===== src/rtl/axi_lite_uart_ctrl.sv =====
// AXI4-Lite slave exposing an 8N1 UART transmitter and receiver through four
// registers: RXDATA (0x0), TXDATA (0x4), STATUS (0x8) and BAUD (0xC).
// The baud divisor is latched at the start of each frame, so reprogramming
// BAUD never disturbs a frame that is already on the wire.
module axi_lite_uart_ctrl #(
    parameter int P_S_AXI_DATA_WIDTH = 32,
    parameter int P_S_AXI_ADDR_WIDTH = 32,
    parameter int P_CLKS_PER_BIT     = 16
) (
    input  logic                            S_AXI_ACLK,
    input  logic                            S_AXI_ARESET,
    input  logic [P_S_AXI_ADDR_WIDTH-1:0]   S_AXI_AWADDR,
    input  logic [2:0]                      S_AXI_AWPROT,
    input  logic                            S_AXI_AWVALID,
    output logic                            S_AXI_AWREADY,
    input  logic [P_S_AXI_DATA_WIDTH-1:0]   S_AXI_WDATA,
    input  logic [P_S_AXI_DATA_WIDTH/8-1:0] S_AXI_WSTRB,
    input  logic                            S_AXI_WVALID,
    output logic                            S_AXI_WREADY,
    output logic [1:0]                      S_AXI_BRESP,
    output logic                            S_AXI_BVALID,
    input  logic                            S_AXI_BREADY,
    input  logic [P_S_AXI_ADDR_WIDTH-1:0]   S_AXI_ARADDR,
    input  logic [2:0]                      S_AXI_ARPROT,
    input  logic                            S_AXI_ARVALID,
    output logic                            S_AXI_ARREADY,
    output logic [P_S_AXI_DATA_WIDTH-1:0]   S_AXI_RDATA,
    output logic [1:0]                      S_AXI_RRESP,
    output logic                            S_AXI_RVALID,
    input  logic                            S_AXI_RREADY,
    input  logic                            RXD,
    output logic                            TXD
);

    typedef enum logic [1:0] {TX_IDLE, TX_START, TX_DATA, TX_STOP} tx_state_t;
    typedef enum logic [1:0] {RX_IDLE, RX_START, RX_DATA, RX_STOP} rx_state_t;

    logic                          clk;
    logic                          rst;
    assign clk = S_AXI_ACLK;
    assign rst = S_AXI_ARESET;

    // Write channel state
    logic                          awready_q;
    logic                          wready_q;
    logic                          bvalid_q;
    logic                          aw_latched;
    logic                          w_latched;
    logic [1:0]                    aw_addr_q;
    logic [15:0]                   wdata_q;
    logic [1:0]                    wstrb_q;
    logic                          wr_fire;

    // Read channel state
    logic                          arready_q;
    logic                          rvalid_q;
    logic [P_S_AXI_DATA_WIDTH-1:0] rdata_q;
    logic [P_S_AXI_DATA_WIDTH-1:0] rd_mux;
    logic                          rd_hs;
    logic                          rd_rxdata;
    logic                          rd_status;

    // Baud divisor
    logic [15:0]                   baud;
    logic [15:0]                   baud_merge;
    logic [15:0]                   baud_next;

    // Transmitter
    tx_state_t                     tx_state;
    logic [15:0]                   tx_cnt;
    logic [15:0]                   tx_baud;
    logic [7:0]                    tx_shift;
    logic [2:0]                    tx_idx;
    logic                          txd_q;
    logic                          tx_busy;
    logic                          tx_launch;
    logic                          tx_bit_end;

    // Receiver
    rx_state_t                     rx_state;
    logic [15:0]                   rx_cnt;
    logic [15:0]                   rx_baud;
    logic [15:0]                   rx_half;
    logic [7:0]                    rx_shift;
    logic [2:0]                    rx_idx;
    logic                          rxd_s1;
    logic                          rxd_s2;
    logic                          rxd_prev;
    logic                          rx_done;
    logic [7:0]                    rx_byte;
    logic                          rx_valid;
    logic                          overrun;
    logic                          frame_err;

    logic                          unused_bits;
    assign unused_bits = ^{S_AXI_AWPROT, S_AXI_ARPROT,
                           S_AXI_AWADDR[P_S_AXI_ADDR_WIDTH-1:4], S_AXI_AWADDR[1:0],
                           S_AXI_ARADDR[P_S_AXI_ADDR_WIDTH-1:4], S_AXI_ARADDR[1:0],
                           S_AXI_WDATA[P_S_AXI_DATA_WIDTH-1:16],
                           S_AXI_WSTRB[P_S_AXI_DATA_WIDTH/8-1:2]};

    assign S_AXI_AWREADY = awready_q;
    assign S_AXI_WREADY  = wready_q;
    assign S_AXI_BVALID  = bvalid_q;
    assign S_AXI_BRESP   = 2'b00;
    assign S_AXI_ARREADY = arready_q;
    assign S_AXI_RVALID  = rvalid_q;
    assign S_AXI_RDATA   = rdata_q;
    assign S_AXI_RRESP   = 2'b00;
    assign TXD           = txd_q;

    assign wr_fire    = aw_latched && w_latched && !bvalid_q;
    assign tx_busy    = (tx_state != TX_IDLE);
    assign tx_launch  = wr_fire && (aw_addr_q == 2'd1) && wstrb_q[0] && !tx_busy;
    assign tx_bit_end = (tx_cnt == tx_baud - 16'd1);
    assign rx_half    = {1'b0, rx_baud[15:1]};
    assign rx_done    = (rx_state == RX_STOP) && (rx_cnt == rx_baud - 16'd1);
    assign rd_hs      = arready_q && S_AXI_ARVALID;
    assign rd_rxdata  = rd_hs && (S_AXI_ARADDR[3:2] == 2'd0);
    assign rd_status  = rd_hs && (S_AXI_ARADDR[3:2] == 2'd2);

    // Accept AW and W independently, then issue one response once both are held
    always_ff @(posedge clk or posedge rst) begin
        if (rst) begin
            awready_q  <= 1'b0;
            wready_q   <= 1'b0;
            bvalid_q   <= 1'b0;
            aw_latched <= 1'b0;
            w_latched  <= 1'b0;
            aw_addr_q  <= 2'd0;
            wdata_q    <= 16'd0;
            wstrb_q    <= 2'd0;
        end else begin
            awready_q <= S_AXI_AWVALID && !awready_q && !aw_latched && !bvalid_q;
            wready_q  <= S_AXI_WVALID && !wready_q && !w_latched && !bvalid_q;
            if (awready_q && S_AXI_AWVALID) begin
                aw_latched <= 1'b1;
                aw_addr_q  <= S_AXI_AWADDR[3:2];
            end
            if (wready_q && S_AXI_WVALID) begin
                w_latched <= 1'b1;
                wdata_q   <= S_AXI_WDATA[15:0];
                wstrb_q   <= S_AXI_WSTRB[1:0];
            end
            if (wr_fire) begin
                bvalid_q <= 1'b1;
            end else if (bvalid_q && S_AXI_BREADY) begin
                bvalid_q   <= 1'b0;
                aw_latched <= 1'b0;
                w_latched  <= 1'b0;
            end
        end
    end

    // Byte-strobed merge into BAUD with a floor of four clocks per bit
    always_comb begin
        baud_merge = baud;
        if (wstrb_q[0]) baud_merge[7:0]  = wdata_q[7:0];
        if (wstrb_q[1]) baud_merge[15:8] = wdata_q[15:8];
        baud_next = (baud_merge < 16'd4) ? 16'd4 : baud_merge;
    end

    // BAUD register update on a completed write to offset 0xC
    always_ff @(posedge clk or posedge rst) begin
        if (rst) begin
            baud <= 16'(P_CLKS_PER_BIT);
        end else if (wr_fire && (aw_addr_q == 2'd3)) begin
            baud <= baud_next;
        end
    end

    // Register read multiplexer, evaluated at the AR handshake
    always_comb begin
        rd_mux = '0;
        case (S_AXI_ARADDR[3:2])
            2'd0:    rd_mux[8:0]  = {rx_valid, rx_byte};
            2'd2:    rd_mux[3:0]  = {frame_err, overrun, rx_valid, tx_busy};
            2'd3:    rd_mux[15:0] = baud;
            default: rd_mux       = '0;
        endcase
    end

    // Read channel: one outstanding read, data held until RREADY
    always_ff @(posedge clk or posedge rst) begin
        if (rst) begin
            arready_q <= 1'b0;
            rvalid_q  <= 1'b0;
            rdata_q   <= '0;
        end else begin
            arready_q <= S_AXI_ARVALID && !arready_q && !rvalid_q;
            if (rd_hs) begin
                rvalid_q <= 1'b1;
                rdata_q  <= rd_mux;
            end else if (rvalid_q && S_AXI_RREADY) begin
                rvalid_q <= 1'b0;
            end
        end
    end

    // Transmit FSM: start bit, eight data bits LSB first, stop bit
    always_ff @(posedge clk or posedge rst) begin
        if (rst) begin
            tx_state <= TX_IDLE;
            tx_cnt   <= 16'd0;
            tx_baud  <= 16'(P_CLKS_PER_BIT);
            tx_shift <= 8'd0;
            tx_idx   <= 3'd0;
            txd_q    <= 1'b1;
        end else begin
            case (tx_state)
                TX_IDLE: begin
                    txd_q  <= 1'b1;
                    tx_cnt <= 16'd0;
                    if (tx_launch) begin
                        tx_state <= TX_START;
                        txd_q    <= 1'b0;
                        tx_shift <= wdata_q[7:0];
                        tx_baud  <= baud;
                    end
                end
                TX_START: begin
                    if (tx_bit_end) begin
                        tx_cnt   <= 16'd0;
                        txd_q    <= tx_shift[0];
                        tx_shift <= {1'b0, tx_shift[7:1]};
                        tx_idx   <= 3'd0;
                        tx_state <= TX_DATA;
                    end else begin
                        tx_cnt <= tx_cnt + 16'd1;
                    end
                end
                TX_DATA: begin
                    if (tx_bit_end) begin
                        tx_cnt <= 16'd0;
                        if (tx_idx == 3'd7) begin
                            txd_q    <= 1'b1;
                            tx_state <= TX_STOP;
                        end else begin
                            txd_q    <= tx_shift[0];
                            tx_shift <= {1'b0, tx_shift[7:1]};
                            tx_idx   <= tx_idx + 3'd1;
                        end
                    end else begin
                        tx_cnt <= tx_cnt + 16'd1;
                    end
                end
                default: begin
                    if (tx_bit_end) begin
                        tx_cnt   <= 16'd0;
                        tx_state <= TX_IDLE;
                    end else begin
                        tx_cnt <= tx_cnt + 16'd1;
                    end
                end
            endcase
        end
    end

    // Two-flop synchronizer for RXD plus a delayed copy for edge detection
    always_ff @(posedge clk or posedge rst) begin
        if (rst) begin
            rxd_s1   <= 1'b1;
            rxd_s2   <= 1'b1;
            rxd_prev <= 1'b1;
        end else begin
            rxd_s1   <= RXD;
            rxd_s2   <= rxd_s1;
            rxd_prev <= rxd_s2;
        end
    end

    // Receive FSM: falling edge, verify start at half-bit, then mid-bit samples
    always_ff @(posedge clk or posedge rst) begin
        if (rst) begin
            rx_state <= RX_IDLE;
            rx_cnt   <= 16'd0;
            rx_baud  <= 16'(P_CLKS_PER_BIT);
            rx_shift <= 8'd0;
            rx_idx   <= 3'd0;
        end else begin
            case (rx_state)
                RX_IDLE: begin
                    rx_cnt <= 16'd0;
                    if (rxd_prev && !rxd_s2) begin
                        rx_state <= RX_START;
                        rx_baud  <= baud;
                    end
                end
                RX_START: begin
                    if (rx_cnt == rx_half - 16'd1) begin
                        rx_cnt   <= 16'd0;
                        rx_idx   <= 3'd0;
                        rx_state <= rxd_s2 ? RX_IDLE : RX_DATA;
                    end else begin
                        rx_cnt <= rx_cnt + 16'd1;
                    end
                end
                RX_DATA: begin
                    if (rx_cnt == rx_baud - 16'd1) begin
                        rx_cnt   <= 16'd0;
                        rx_shift <= {rxd_s2, rx_shift[7:1]};
                        if (rx_idx == 3'd7) begin
                            rx_state <= RX_STOP;
                        end else begin
                            rx_idx <= rx_idx + 3'd1;
                        end
                    end else begin
                        rx_cnt <= rx_cnt + 16'd1;
                    end
                end
                default: begin
                    if (rx_done) begin
                        rx_cnt   <= 16'd0;
                        rx_state <= RX_IDLE;
                    end else begin
                        rx_cnt <= rx_cnt + 16'd1;
                    end
                end
            endcase
        end
    end

    // Received byte and sticky flags; a completing frame beats a clearing read
    always_ff @(posedge clk or posedge rst) begin
        if (rst) begin
            rx_byte   <= 8'd0;
            rx_valid  <= 1'b0;
            overrun   <= 1'b0;
            frame_err <= 1'b0;
        end else begin
            if (rx_done) begin
                rx_byte  <= rx_shift;
                rx_valid <= 1'b1;
            end else if (rd_rxdata) begin
                rx_valid <= 1'b0;
            end
            if (rd_rxdata) begin
                overrun <= 1'b0;
            end else if (rx_done && rx_valid) begin
                overrun <= 1'b1;
            end
            if (rx_done && !rxd_s2) begin
                frame_err <= 1'b1;
            end else if (rd_status) begin
                frame_err <= 1'b0;
            end
        end
    end

endmodule


===== config.mk =====
export PLATFORM = sky130hd
export DESIGN_NAME = axi_lite_uart_ctrl
export DESIGN_NICKNAME = d
export VERILOG_FILES = /design/src/rtl/axi_lite_uart_ctrl.sv
export SDC_FILE = /design/constraint.sdc
export NUM_CORES = 1
export LEC_CHECK = 0
export ABC_AREA = 1
export CAP_MARGIN = 20
export CORE_ASPECT_RATIO = 1.4
export CORE_MARGIN = 1
export CORE_UTILIZATION = 55
export DETAILED_ROUTE_END_ITERATION = 8
export PLACE_DENSITY = 0.92
export SETUP_SLACK_MARGIN = 0.5
export SLEW_MARGIN = 20
export SYNTH_ARGS = -nofsm -noshare
export SYNTH_HDL_FRONTEND = slang
export SYNTH_SLANG_ARGS = --single-unit

===== constraint.sdc =====
create_clock -name S_AXI_ACLK -period 17.5 [get_ports S_AXI_ACLK]
set_input_delay 5.25 -clock S_AXI_ACLK [delete_from_list [all_inputs] [get_ports S_AXI_ACLK]]
set_output_delay 5.25 -clock S_AXI_ACLK [all_outputs]
set_load 0.03 [all_outputs]

==> results.json <==
{
  "outcome": "complete, but fails checks",
  "violations": "DRC",
  "area_delta_synth_final_pct": 12.33,
  "maxSlewViolCount": 0,
  "required_ns": 12.25,
  "synthTopCellsByCount": "nand2_1, dfrtp_1, inv_1",
  "syn_area_per_cell_sq_um": 7.459,
  "synth_compound_area_frac": 0.09391,
  "synth_mux_area_frac": 0,
  "worstSetupStartpointType": "flip-flop",
  "yosys.area_share.adder": 0.02290,
  "cts.sinks": 164,
  "cts-resized-gates": 0,
  "r2r_end": "tx_shift[7]",
  "relSlewSlack": 0.3480,
  "grt_max_degree": 89,
  "rsz0062_at_grt": "no",
  "fin_skew_ns": 0.01422,
  "core_sq_um": 16310,
  "h-tree-depth": 4,
  "fp-row-count": 55,
  "fin_crit_ns": 6.879,
  "ys_top_cells_by_area": "dfrtp_1, nand2_1, inv_1, o21ai_0, nor2_1",
  "die_x_um": 111.8,
  "drtPass1Iterations": 7,
  "dieArea_sq_um": 17420,
  "r2r_start": "tx_baud[0]",
  "cp-endpoint": "TXD",
  "finalCritPeriodShare": 0.3931,
  "clk_latency_ns": 0.44,
  "worstSetupPathType": "reg2out",
  "clk_pin_slew_ns": 0.07,
  "antenna_found_initial": 0,
  "critPathTopFamily": "buffers and inverters",
  "synth_area_sq_um": 9286,
  "drv_cap": 0,
  "cts_setup_buffers": 0,
  "synth_top_area_cell": "dfrtp_1",
  "gp_congestion": 0.9291,
  "crit_fanout": 2,
  "grt_usage": 0.2745,
  "cts_tree": "built",
  "dp_hpwl_mm": 15.96,
  "synthXorXnorAreaFrac": 0.04999,
  "timing.critical_path.buf_inv": 1,
  "drtIter0Drc": 568,
  "leakage_nw": 5.269,
  "drc": 2,
  "ant_nets": 0,
  "ys_warn_count": 0,
  "cts_root_buf": "clkbuf_16",
  "yosysMostFrequentCell": "nand2_1",
  "synth_ff_type": "dfrtp_1",
  "multi_input_area_sq_um": 4352,
  "irDropWorstVdd_v": 0.0001681,
  "cts-hold-fix-buffers": 0,
  "drt_wl_total_mm": 22.71,
  "final_nets": 1417,
  "cp-end-kind": "output port",
  "io_pins": 156,
  "worstMarginPinSlew_ns": 0.9752,
  "viasPerCell": 5.535,
  "hp-class": "reg2reg",
  "hold_viol_final": 0,
  "initial_utilization": 0.5694,
  "final-setup-viol-count": 0,
  "path_depth": 1,
  "synth_edf_count": 0,
  "cpPeakStageDelay_ns": 0.66,
  "diodes": 0,
  "crit_chain": "clkdlybuf4s50_1",
  "max_freq_ghz": 0.1454,
  "worstSetupStartpoint": "TXD",
  "drive_gt1_frac": 0.06467,
  "die_y_um": 155.7,
  "reg2reg_depth": 13,
  "slowest_stage": "clkdlybuf4s50_1",
  "setup_tns_ns": 0,
  "overflow": 0,
  "r2r_setup_slack_ns": 14.70,
  "yosys_register_bits": 164,
  "routedWlPerCell_um": 15.16,
  "cts_inserted_buffers": 17,
  "ys_async_sr_fraction": 1.000,
  "power_density_nw_per_um2": 180.5,
  "grt_pass1_vias": 8126,
  "synth_top_area_share": 0.4231,
  "synthSimpleGateAreaFrac": 0.2937,
  "ys_types": 41,
  "seqCellArea_sq_um": 4113,
  "vias": 8292,
  "portBuffers": 51,
  "synth_top_family_by_area": "simple AND/OR/NAND/NOR gates",
  "max-clock-path-buffers": 2,
  "syn_inst": 1245,
  "whs_ns": 0.3623,
  "grt_pass1_wl_mm": 37.72,
  "ys_seq_area_frac": 0.4429,
  "fill_cells": 1252,
  "critPathArrivalTime_ns": 1.63
}
==> cell usage in the layout (no fill, tap or decap), drive strengths merged, types with 4 or more instances in the layout <==
cell           count
nand2            418
inv              163
dfrtp            157
o21ai            131
nor2             118
nand3             56
clkdlybuf4s50     51
xor2              37
conb              20
nand4             19
a21oi             19
ha                17
clkbuf            17
xnor2             16
clkinv             9
nor3               8
dfstp              7
o31ai              7
nor3b              7
or2                5
nor4               4
o22ai              4
==> cell type report <==
cell class                 instances  share of cell area
multi-input combinational        891              0.4172
timing repair buffer              53             0.05038
tap                              199             0.02387
clock inverter                    15             0.01583
clock buffer                      17             0.04078
inverter                         159             0.05769
sequential                       164              0.3943
==> where the power goes <==
group	internal, W	switching [W]	total (W)	leakage [nW]
Sequential	0.000469	0.0000914	0.000560	2.19
Combinational	0.000317	0.000636	0.000953	2.79
Clock	0.000191	0.000178	0.000369	0.283
Total	0.000977	0.000906	0.00188	5.27
==> logic make-up (layout without fill, tap and decap cells) <==
logic type / count (synthesis) / after routing
AOI/OAI and AO/OA: 163 / 163
adders and majority gates: 17 / 17
other: 1 / 20
DFF: 164 / 164
buffers and inverters: 209 / 244
and+or+nand+nor: 638 / 638
xor gates and xnor gates: 53 / 53
==> through the flow <==
step,total power (W),util,setup WS (ns),area (sq um),cells
detailed placement,0.001486,0.6034,10.15,9841,1466
global route,0.002027,0.6396,10.35,10430,1498
finish,0.001883,0.6396,10.62,10430,1498
global placement,0.001447,0.6034,10.18,9841,1466
CTS,0.001870,0.6396,10.58,10430,1498
floorplan,0.001274,-,7.828,9358,1264
==> layer usage <==
layer | vias to the layer above | GRT usage | part of all wire
met5 | - | 0 | 0
met4 | 0 | 0.1789 | 0.055
met3 | 109 | 0.04662 | 0.051
met2 | 334 | 0.4939 | 0.53
met1 | 3897 | 0.2973 | 0.37
li1 | 3952 | - | -
==> worst min path at each step <==
stage | start | end | slack, ns | cells past startpoint
5_1_grt | rxd_s1 | rxd_s2 | 0.37 | 0
4_1_cts | rxd_s1 | rxd_s2 | 0.36 | 0
6_report | rxd_s1 | rxd_s2 | 0.36 | 0
2_1_floorplan | rxd_s1 | rxd_s2 | 0.35 | 0
3_3_place_gp | rxd_s1 | rxd_s2 | 0.35 | 0
3_5_place_dp | rxd_s1 | rxd_s2 | 0.35 | 0
==> flip-flops by register name, indices dropped and copies added (netlist names), 2 cells and up <==
name and flops:
rx_cnt 16, tx_state 2, rx_baud 16, rx_state 2
rx_idx 3, tx_cnt 16, tx_baud 16, rx_shift 8
baud 16, tx_idx 3, tx_shift 8, wstrb_q 2
rx_byte 8, aw_addr_q 2, S_AXI_RDATA 16, wdata_q 16
(Power assumes the default switching activity.)
